[src/rtl/clip_player_if.sv]
`default_nettype none
// ============================================================================
// Module      : clip_player_if
// Description : Sequencer <-> clip player signal bundle (clip select,
//               play request, mute, buzzer drive, busy flag, note index).
// Revision    : 1.0 - initial release
// ============================================================================
interface clip_player_if;
    logic [1:0] clip_sel;
    logic       play_req;
    logic       mute;
    logic       buzz;
    logic       AOUT;
    logic [1:0] note_idx;

    modport master (
        output clip_sel,
        output play_req,
        output mute,
        input  buzz,
        input  AOUT,
        input  note_idx
    );

    modport slave (
        input  clip_sel,
        input  play_req,
        input  mute,
        output buzz,
        output AOUT,
        output note_idx
    );
endinterface
`default_nettype wire

[src/rtl/clip_player.sv]
`default_nettype none
// ============================================================================
// Module      : clip_player
// Description : Plays a 4-note ROM melody as a square wave on a buzzer;
//               AOUT is low while a clip (plus silent tail) is playing.
// Revision    : 1.0 - initial release
// ============================================================================
module clip_player #(
    parameter int NOTE_CYC   = 20000000,
    parameter int GAP_CYC    = 5000000,
    parameter int HALF_SHIFT = 0
) (
    input  wire logic       CLK,
    input  wire logic       RST_N,
    clip_player_if.slave    bus
);

    localparam logic [24:0] NOTE_LAST = 25'(NOTE_CYC - 1);
    localparam logic [24:0] GAP_LAST  = 25'(GAP_CYC - 1);

    typedef enum logic [1:0] {
        S_IDLE = 2'd0,
        S_PLAY = 2'd1,
        S_GAP  = 2'd2
    } state_t;

    state_t      state_q,    state_d;
    logic        aout_q,     aout_d;
    logic        buzz_q,     buzz_d;
    logic        tgl_q,      tgl_d;
    logic [1:0]  note_idx_q, note_idx_d;
    logic [1:0]  clip_q,     clip_d;
    logic [1:0]  sel_q,      sel_d;
    logic        armed_q,    armed_d;
    logic [24:0] timer_q,    timer_d;
    logic [17:0] tone_q,     tone_d;

    logic        sel_chg;
    logic        trig;
    logic        restart;
    logic [2:0]  cur_code;
    logic [17:0] cur_half;

    function automatic logic [2:0] note_code(input logic [1:0] clip,
                                             input logic [1:0] idx);
        logic [2:0] code;
        case ({clip, idx})
            4'b00_00: code = 3'd1;  4'b00_01: code = 3'd3;
            4'b00_10: code = 3'd5;  4'b00_11: code = 3'd0;
            4'b01_00: code = 3'd3;  4'b01_01: code = 3'd5;
            4'b01_10: code = 3'd7;  4'b01_11: code = 3'd0;
            4'b10_00: code = 3'd2;  4'b10_01: code = 3'd4;
            4'b10_10: code = 3'd6;  4'b10_11: code = 3'd0;
            4'b11_00: code = 3'd5;  4'b11_01: code = 3'd6;
            4'b11_10: code = 3'd7;  default:  code = 3'd7;
        endcase
        return code;
    endfunction

    function automatic logic [17:0] half_of(input logic [2:0] code);
        logic [17:0] base;
        case (code)
            3'd1:    base = 18'd190840;
            3'd2:    base = 18'd170068;
            3'd3:    base = 18'd151515;
            3'd4:    base = 18'd143266;
            3'd5:    base = 18'd127551;
            3'd6:    base = 18'd113636;
            3'd7:    base = 18'd101215;
            default: base = 18'd0;
        endcase
        return base >> HALF_SHIFT;
    endfunction

    // Nothing can trigger until armed, which masks the sel_q=0 reset value.
    assign sel_chg  = (bus.clip_sel != sel_q);
    assign trig     = armed_q & (bus.play_req | sel_chg);
    assign restart  = (state_q == S_IDLE) ? trig : (armed_q & sel_chg);
    assign cur_code = note_code(clip_q, note_idx_q);
    assign cur_half = half_of(cur_code);

    always_comb begin
        state_d    = state_q;
        aout_d     = aout_q;
        tgl_d      = tgl_q;
        note_idx_d = note_idx_q;
        clip_d     = clip_q;
        sel_d      = bus.clip_sel;
        armed_d    = 1'b1;
        timer_d    = timer_q;
        tone_d     = tone_q;

        case (state_q)
            S_PLAY: begin
                if (timer_q == NOTE_LAST) begin
                    timer_d = '0;
                    tone_d  = '0;
                    tgl_d   = 1'b0;
                    if (note_idx_q == 2'd3) begin
                        state_d = S_GAP;
                    end else begin
                        note_idx_d = note_idx_q + 2'd1;
                    end
                end else begin
                    timer_d = timer_q + 25'd1;
                    if (cur_code == 3'd0) begin
                        tgl_d  = 1'b0;
                        tone_d = '0;
                    end else if (tone_q == cur_half - 18'd1) begin
                        tgl_d  = ~tgl_q;
                        tone_d = '0;
                    end else begin
                        tone_d = tone_q + 18'd1;
                    end
                end
            end
            S_GAP: begin
                tgl_d = 1'b0;
                if (timer_q == GAP_LAST) begin
                    state_d = S_IDLE;
                    aout_d  = 1'b1;
                    timer_d = '0;
                end else begin
                    timer_d = timer_q + 25'd1;
                end
            end
            default: begin
                aout_d = 1'b1;
                tgl_d  = 1'b0;
            end
        endcase

        if (restart) begin
            state_d    = S_PLAY;
            clip_d     = bus.clip_sel;
            note_idx_d = 2'd0;
            timer_d    = '0;
            tone_d     = '0;
            tgl_d      = 1'b0;
            aout_d     = 1'b0;
        end

        // Mute only masks the output; tgl keeps its phase underneath.
        buzz_d = tgl_d & ~bus.mute;
    end

    always_ff @(posedge CLK or negedge RST_N) begin
        if (!RST_N) begin
            state_q    <= S_IDLE;
            aout_q     <= 1'b1;
            buzz_q     <= 1'b0;
            tgl_q      <= 1'b0;
            note_idx_q <= 2'd0;
            clip_q     <= 2'd0;
            sel_q      <= 2'd0;
            armed_q    <= 1'b0;
            timer_q    <= '0;
            tone_q     <= '0;
        end else begin
            state_q    <= state_d;
            aout_q     <= aout_d;
            buzz_q     <= buzz_d;
            tgl_q      <= tgl_d;
            note_idx_q <= note_idx_d;
            clip_q     <= clip_d;
            sel_q      <= sel_d;
            armed_q    <= armed_d;
            timer_q    <= timer_d;
            tone_q     <= tone_d;
        end
    end

    assign bus.buzz     = buzz_q;
    assign bus.AOUT     = aout_q;
    assign bus.note_idx = note_idx_q;

endmodule
`default_nettype wire

[src/flat_wrapper.sv]
// flat-port wrapper written by rule: the top's interface ports become plain ports
module clip_player_flat 
#(
    parameter int NOTE_CYC   = 20000000,
    parameter int GAP_CYC    = 5000000,
    parameter int HALF_SHIFT = 0
)
  (CLK, RST_N, bus_clip_sel, bus_play_req, bus_mute, bus_buzz, bus_AOUT, bus_note_idx);
  clip_player_if bus_i ();
  input  wire logic CLK;
  input  wire logic RST_N;
  input wire logic [$bits(bus_i.clip_sel)-1:0] bus_clip_sel;
  input wire logic [$bits(bus_i.play_req)-1:0] bus_play_req;
  input wire logic [$bits(bus_i.mute)-1:0] bus_mute;
  output wire logic [$bits(bus_i.buzz)-1:0] bus_buzz;
  output wire logic [$bits(bus_i.AOUT)-1:0] bus_AOUT;
  output wire logic [$bits(bus_i.note_idx)-1:0] bus_note_idx;
  assign bus_i.clip_sel = bus_clip_sel;
  assign bus_i.play_req = bus_play_req;
  assign bus_i.mute = bus_mute;
  assign bus_buzz = bus_i.buzz;
  assign bus_AOUT = bus_i.AOUT;
  assign bus_note_idx = bus_i.note_idx;
  clip_player #(.NOTE_CYC(NOTE_CYC), .GAP_CYC(GAP_CYC), .HALF_SHIFT(HALF_SHIFT)) u_core (.CLK(CLK), .RST_N(RST_N), .bus(bus_i));
endmodule
[config.mk]
export PLATFORM = sky130hd
export DESIGN_NAME = clip_player_flat
export DESIGN_NICKNAME = d
export VERILOG_FILES = /design/src/rtl/clip_player_if.sv /design/src/rtl/clip_player.sv /design/src/flat_wrapper.sv
export SDC_FILE = /design/constraint.sdc
export NUM_CORES = 1
export LEC_CHECK = 0
export CAP_MARGIN = 20
export CORE_MARGIN = 2
export CORE_UTILIZATION = 50
export DETAILED_ROUTE_END_ITERATION = 8
export GPL_ROUTABILITY_DRIVEN = 0
export PLACE_DENSITY = 0.65
export REMOVE_ABC_BUFFERS = 1
export SLEW_MARGIN = 40
export SYNTH_ARGS = -nofsm -noshare
export SYNTH_HDL_FRONTEND = slang
export SYNTH_SLANG_ARGS = --single-unit
[constraint.sdc]
create_clock -name CLK -period 10.8 [get_ports CLK]
set_input_delay 2.7 -clock CLK [delete_from_list [all_inputs] [get_ports CLK]]
set_output_delay 2.7 -clock CLK [all_outputs]
set_load 0.01 [all_outputs]
Word level (Yosys, flattened, before mapping)
Memories as Yosys holds them, arrays and structs flattened. Cells that the tools add are included.

Register bits after elaboration: 55. Bits in read-only memories: 48. Input port bits: 6. Output and inout port bits: 4. Word-level logic and storage cells: 76. Memories: 1.

Add/sub/neg operators: 4. Eq/ne operators: 19. Mux-type cells: 28. Bitwise operators: 6. Reductions and logical operators: 8.

Memory list: (no name shown) (words 16, bits a word 3, read ports 1, clocked after Yosys merged registers in 0, wr ports 0, line clip_player.sv:47) `case ({clip, idx})`.

Operator list (count): one-hot mux 18 bit (7 select lines) (1); two-way mux 18 bit (5); two-way mux 25 bit (3); one-hot mux 25 bit (2 select lines) (1); adder 25 x 1 -> 25 bit, second input constant (1); == test 25 x 23 -> 1 bit, second input constant (1); == test 25 bit, second input constant (1); adder 18 x 1 -> 18 bit, second input constant (1); == test 18 bit (1); subtractor 18 x 1 -> 18 bit, second input constant (1); two-way mux 2 bit (8); == test 3 bit, second input constant (4); != test 3 x 1 -> 1 bit, second input constant (3); two-way mux 1 bit (8); == test 3 x 2 -> 1 bit, second input constant (2); == test 2 bit, second input constant (2); != test 2 x 1 -> 1 bit, second input constant (2); one-hot mux 2 bit (2 select lines) (1); AND reduction 4 bit (1); nonzero test 2 bit (2); AND 1 bit (3); == test 3 x 1 -> 1 bit, second input constant (1); logical NOT 3 bit (1); AND reduction 3 bit (1); other kinds (9) (10).

Longest topological paths before layout
An unclocked memory read counts as a cell.

Depth in word-level cells: 11. Mapped depth: 18. Mapped depth without buffers: 16.

Worst setup path before layout
No wires, ideal clock.

Path type: input -> register. From: input bus_clip_sel[0]. To: register u_core.tone_q[15]. Setup time: 0.064 ns. Data arrival time: 4.346 ns. Required time: 10.736 ns. Path slack: 6.390 ns. Stages on the path: 8. Buffers on the path: 2. Path through: xor2_1 o31ai_1 nand2_1 or3_1 clkbuf_1 clkbuf_1 a211oi_1 a21o_1.

Cells in the longest elaborated chain, start to end: 5. Elaborated cells between the ends (all ways): 7. Classes of those cells: eq/ne: 1; mux: 2; bitwise: 3; reduce/logical: 1.

Ends and longest elaborated chain: start: declaration (line flat_wrapper.sv:12) `input wire logic [$bits(bus_i.clip_sel)-1:0] bus_clip_sel;`; != test 2 bit (*) (line clip_player.sv:76) `assign sel_chg = (bus.clip_sel != sel_q);`; OR 1 bit (line clip_player.sv:77) `assign trig = armed_q & (bus.play_req | sel_chg);`; AND 1 bit (line clip_player.sv:77); two-way mux 1 bit (*) (line clip_player.sv:78) `assign restart = (state_q == S_IDLE) ? trig : (armed_q & sel_chg);`; two-way mux 18 bit or nonzero test 2 bit (tied branches); end signal: assignment (line clip_player.sv:169) `tone_q <= tone_d;`; end: declaration (line clip_player.sv:36) `logic [17:0] tone_q, tone_d;`.

Mark *: on every way between the ends. The rest lies on a longest branch, timed or not. A chain may end at the register's enable or synchronous reset.

Worst setup path after layout
From: register u_core.note_idx_q[1], in the netlist u_core.bus.note_idx[1]. To: register u_core.tone_q[6].

Cells in the longest elaborated chain, start to end: 10. Elaborated cells between the ends (all ways): 17. Classes of those cells: add/sub: 1; eq/ne: 8; mux: 6; reduce/logical: 1; memory: 1.

Ends and longest elaborated chain: start: declaration (line clip_player.sv:31) `logic [1:0] note_idx_q, note_idx_d;`; start signal: assignment (line clip_player.sv:164) `note_idx_q <= note_idx_d;`; memory (16 x 3 bit) (*); == test 3 bit (tied with other cells) (line clip_player.sv:62) `case (code)`; one-hot mux 18 bit (7 select lines) (line clip_player.sv:62); subtractor 18 x 1 -> 18 bit (line clip_player.sv:109) `end else if (tone_q == cur_half - 18'd1) begin`; == test 18 bit (line clip_player.sv:109); two-way mux 18 bit (line clip_player.sv:109); two-way mux 18 bit (*) (line clip_player.sv:106) `if (cur_code == 3'd0) begin`; two-way mux 18 bit (*) (line clip_player.sv:95) `if (timer_q == NOTE_LAST) begin`; two-way mux 18 bit (*) (line clip_player.sv:93) `case (state_q)`; two-way mux 18 bit (*) (line clip_player.sv:133) `if (restart) begin`.

Mark *: on every way between the ends. The rest lies on a longest branch, timed or not. The select of a mux whose other input is x is not followed.

==> results.md <==
- Outcome: finished clean
- Endpoints failing setup: 0
- IO Pins: 10
- Core area: 0.00729 mm^2
- Multi-input combinational cell area: 0.00226 mm^2
- Dpl cells: 544
- Post-synth ARST share: 1.00
- Clk slew on worst S/H paths: 110 ps
- Starting Density: 0.518
- Max stage delay on crit path: 650 ps
- 1st-iter DRT viols: 194
- Setup tns final: 0 ps
- Syn_area_per_cell: 8.20 um^2
- Flop pwr share: 0.399
- Drc violations: 0
- HPWL after DPL: 6.20 mm
- Skew final: 10.4 ps
- Worst-margin pin slew: 756 ps
- Die Span Y: 90.9 um
- Critical path fanouts, max: 11
- CTS Buf Count: 5
- PortBufs: 9
- Critical Path RT: 11000 ps
- Clock sink count: 55
- Yosys warnings: 0
- Clk Latency, worst-skew pair: 320 ps
- Gate Count Post-Synth: 461
- Power Density: 155 mW/mm^2
- CTS tree: yes
- Fmax: 196 MHz
- Final worst path period share: 0.472
- Max cap viols: 0
- First-pass GRT wire length: 15.2 mm
- CP Data Arrival Time: 5300 ps
- Layout area overhead: 6.49%
- Placed cell area: 0.00390 mm^2
- Overall power: 0.000622 W
- DIE WIDTH: 90.9 um
- Vias in the first global route: 3207
- Fin. Hold Viols: 0
- CTS Hold Buffers Added: 0
- Global Route Usage Sum: 0.223
- # H-tree levels: 2
- Drt total wl: 8.92 mm
- Combinational Power Share: 0.378
- Post-route ant nets: 0
- Min-Delay Path Class: reg -> reg
- Worst rel slew slack: 0.496
- Maximum vdd drop: 0.0860 mV
- #FFs+latches synth: 55
- Final slew viol count: 0
- FP Rows: 31
- Routed length per instance: 16.1 um
- Initial antenna violation count: 0
- 1st-pass router iterations: 5
- Ant diodes: 0
- Total grt overflow: 0
- Nets: 472
- Seq/Total Area, Yosys: 0.364
- Top_reg_cell synth: dfrtp_1
- Layout fillers: 697
- Via density: 6.09
- CTS root buf: clkbuf_8
- Final instance area: 0.00403 mm^2
- Storage element area: 0.00138 mm^2
- Type of origin of the critical path: flip-flop
- Fin cells: 553
- Yosys cell types: 62
- Slowest-stage cell, CP: o32ai_2
- RSZ-0062 raised after global routing: no
- CTS max path bufs: 2
- Tmin final: 5100 ps
- Critical setup path kind: reg -> reg
- Post-synth EDFFs: 0
- Int Power: 0.000372 W
- Clock Power Share: 0.224
- Leakage: 1.70 nW
- Leading cell type in the layout, fill and taps excluded: dfrtp_1
- Cts repair resizes: 0
- Post-CTS Repair Setup Buffers: 0
- Net switching power: 0.000250 W
- Commonest cells after routing, fill and taps aside: dfrtp_1 (54), nor2_1 (53), nand2_1 (51)
- Vias: 3369
- Largest net degree at the start of global routing: 56
- Worst Setup End Kind: flip-flop
- Share of post-route cells with drive strength above 1: 0.0683
- Switching share of power: 0.402
- Mapped Area: 0.00378 mm^2
- Full die area: 0.00827 mm^2
- CP cell instances: inv_1 > ha_1 > nor2_1 > o32ai_2 > nor2_1 > a211oi_1 > ha_1 > inv_1 > o22a_1 > or3_1 > and4_4 > a2111oi_2 > nand4_1 > nor4_4 > buf_4 > nor2_2 > a221o_1
-- final cells by class --
| cell class | instances | share of cell area |
|---|---|---|
| multi-input combinational | 369 | 0.561 |
| clock buffer | 5 | 0.0171 |
| inverter | 8 | 0.00746 |
| timing repair buffer | 14 | 0.0305 |
| tap | 99 | 0.0308 |
| sequential | 55 | 0.342 |
| clock inverter | 3 | 0.0109 |
-- path summary, 6_finish.rpt --
path / slack, ps / start / end / cells past startpoint
max: 5700 / u_core.bus.note_idx[1] / u_core.tone_q[6] / 17
min: 510 / u_core.timer_q[21] / u_core.timer_q[21] / 1
max reg2reg: 5700 / u_core.bus.note_idx[1] / u_core.tone_q[6] / 17
min reg2reg: 510 / u_core.timer_q[21] / u_core.timer_q[21] / 1
max in group asynchronous: 7820 / RST_N / u_core.tone_q[17] / 2
min in group asynchronous: 2490 / RST_N / u_core.timer_q[4] / 2
-- per-layer routing --
layer  vias up  global-route usage  share of wire
met5         -                   0              0
met4         0              0.0833          0.018
met3        14              0.0299          0.032
met2        77               0.370           0.48
met1      1615               0.298           0.47
li1       1663                   -              -
-- power by group through the flow --
stage	clock, W	combinational (W)	sequential [W]
finish	0.000139	0.000235	0.000248
global route	0.000151	0.000264	0.000252
CTS	0.000143	0.000233	0.000248
detailed placement	0	0.000232	0.000251
global placement	0	0.000229	0.000252
floorplan	0	0.000164	0.000246
-- flip-flops by register name (all words and copies together), names as in the netlist --
signal	flops
u_core.bus.AOUT	1
u_core.tone_q	18
u_core.tgl_q	1
u_core.clip_q	2
u_core.state_q	2
u_core.bus.buzz	1
u_core.timer_q	25
u_core.armed_q	1
u_core.sel_q	2
u_core.bus.note_idx	2
-- worst max-delay path, delay by kind of cell (launching register included) --
family | cells | cell delay, ps
AO/OA/AOI/OAI | 5 | 1840
adder cells (fa/ha/maj) | 2 | 620
buffers and inverters | 3 | 530
flip-flops | 1 | 470
AND/OR/NAND/NOR | 7 | 1510
-- stage by stage --
step / util / worst slack (ps) / hold WS, ps
after floorplan: - / 5970 / 459
after global placement: 0.534 / 5530 / 490
after detailed placement: 0.535 / 5470 / 496
after CTS: 0.551 / 5540 / 513
after global routing: 0.552 / 5390 / 543
final: 0.552 / 5700 / 511
-- cell families (layout without fill, tap and decap cells) --
| logic type | after synthesis | in the layout | synth area share |
|---|---|---|---|
| flip-flops | 55 | 55 | 0.364 |
| AO/OA/AOI/OAI | 119 | 119 | 0.211 |
| buffers and inverters | 37 | 30 | 0.0401 |
| multiplexers | 7 | 7 | 0.0189 |
| adder cells (fa/ha/maj) | 13 | 13 | 0.0430 |
| AND/OR/NAND/NOR | 215 | 215 | 0.289 |
| other | 1 | 1 | 0.000992 |
| XOR/XNOR | 14 | 14 | 0.0324 |
-- synthesized netlist by cell type, drive strengths merged, types with 5 or more instances --
master,count,area (um^2)
nand4,8,50.1
nand3,25,125
ha,13,163
dfrtp,54,1350
or3,7,48.8
a22o,6,52.6
clkbuf,22,82.6
xor2,5,43.8
mux2i,6,60.1
o21ai,46,230
nor4,7,58.8
buf,7,38.8
xnor2,9,78.8
nor3,17,90.1
a211o,6,52.6
a21oi,13,65.1
a221o,5,50.1
and4,5,46.3
a31oi,8,50.1
nand2,51,191
nor2,55,209
nor2b,5,31.3
o31ai,10,75.1
and3,12,75.1
inv,8,30.0
or2,6,37.5
Note: power is estimated with default switching activity, not from simulation.
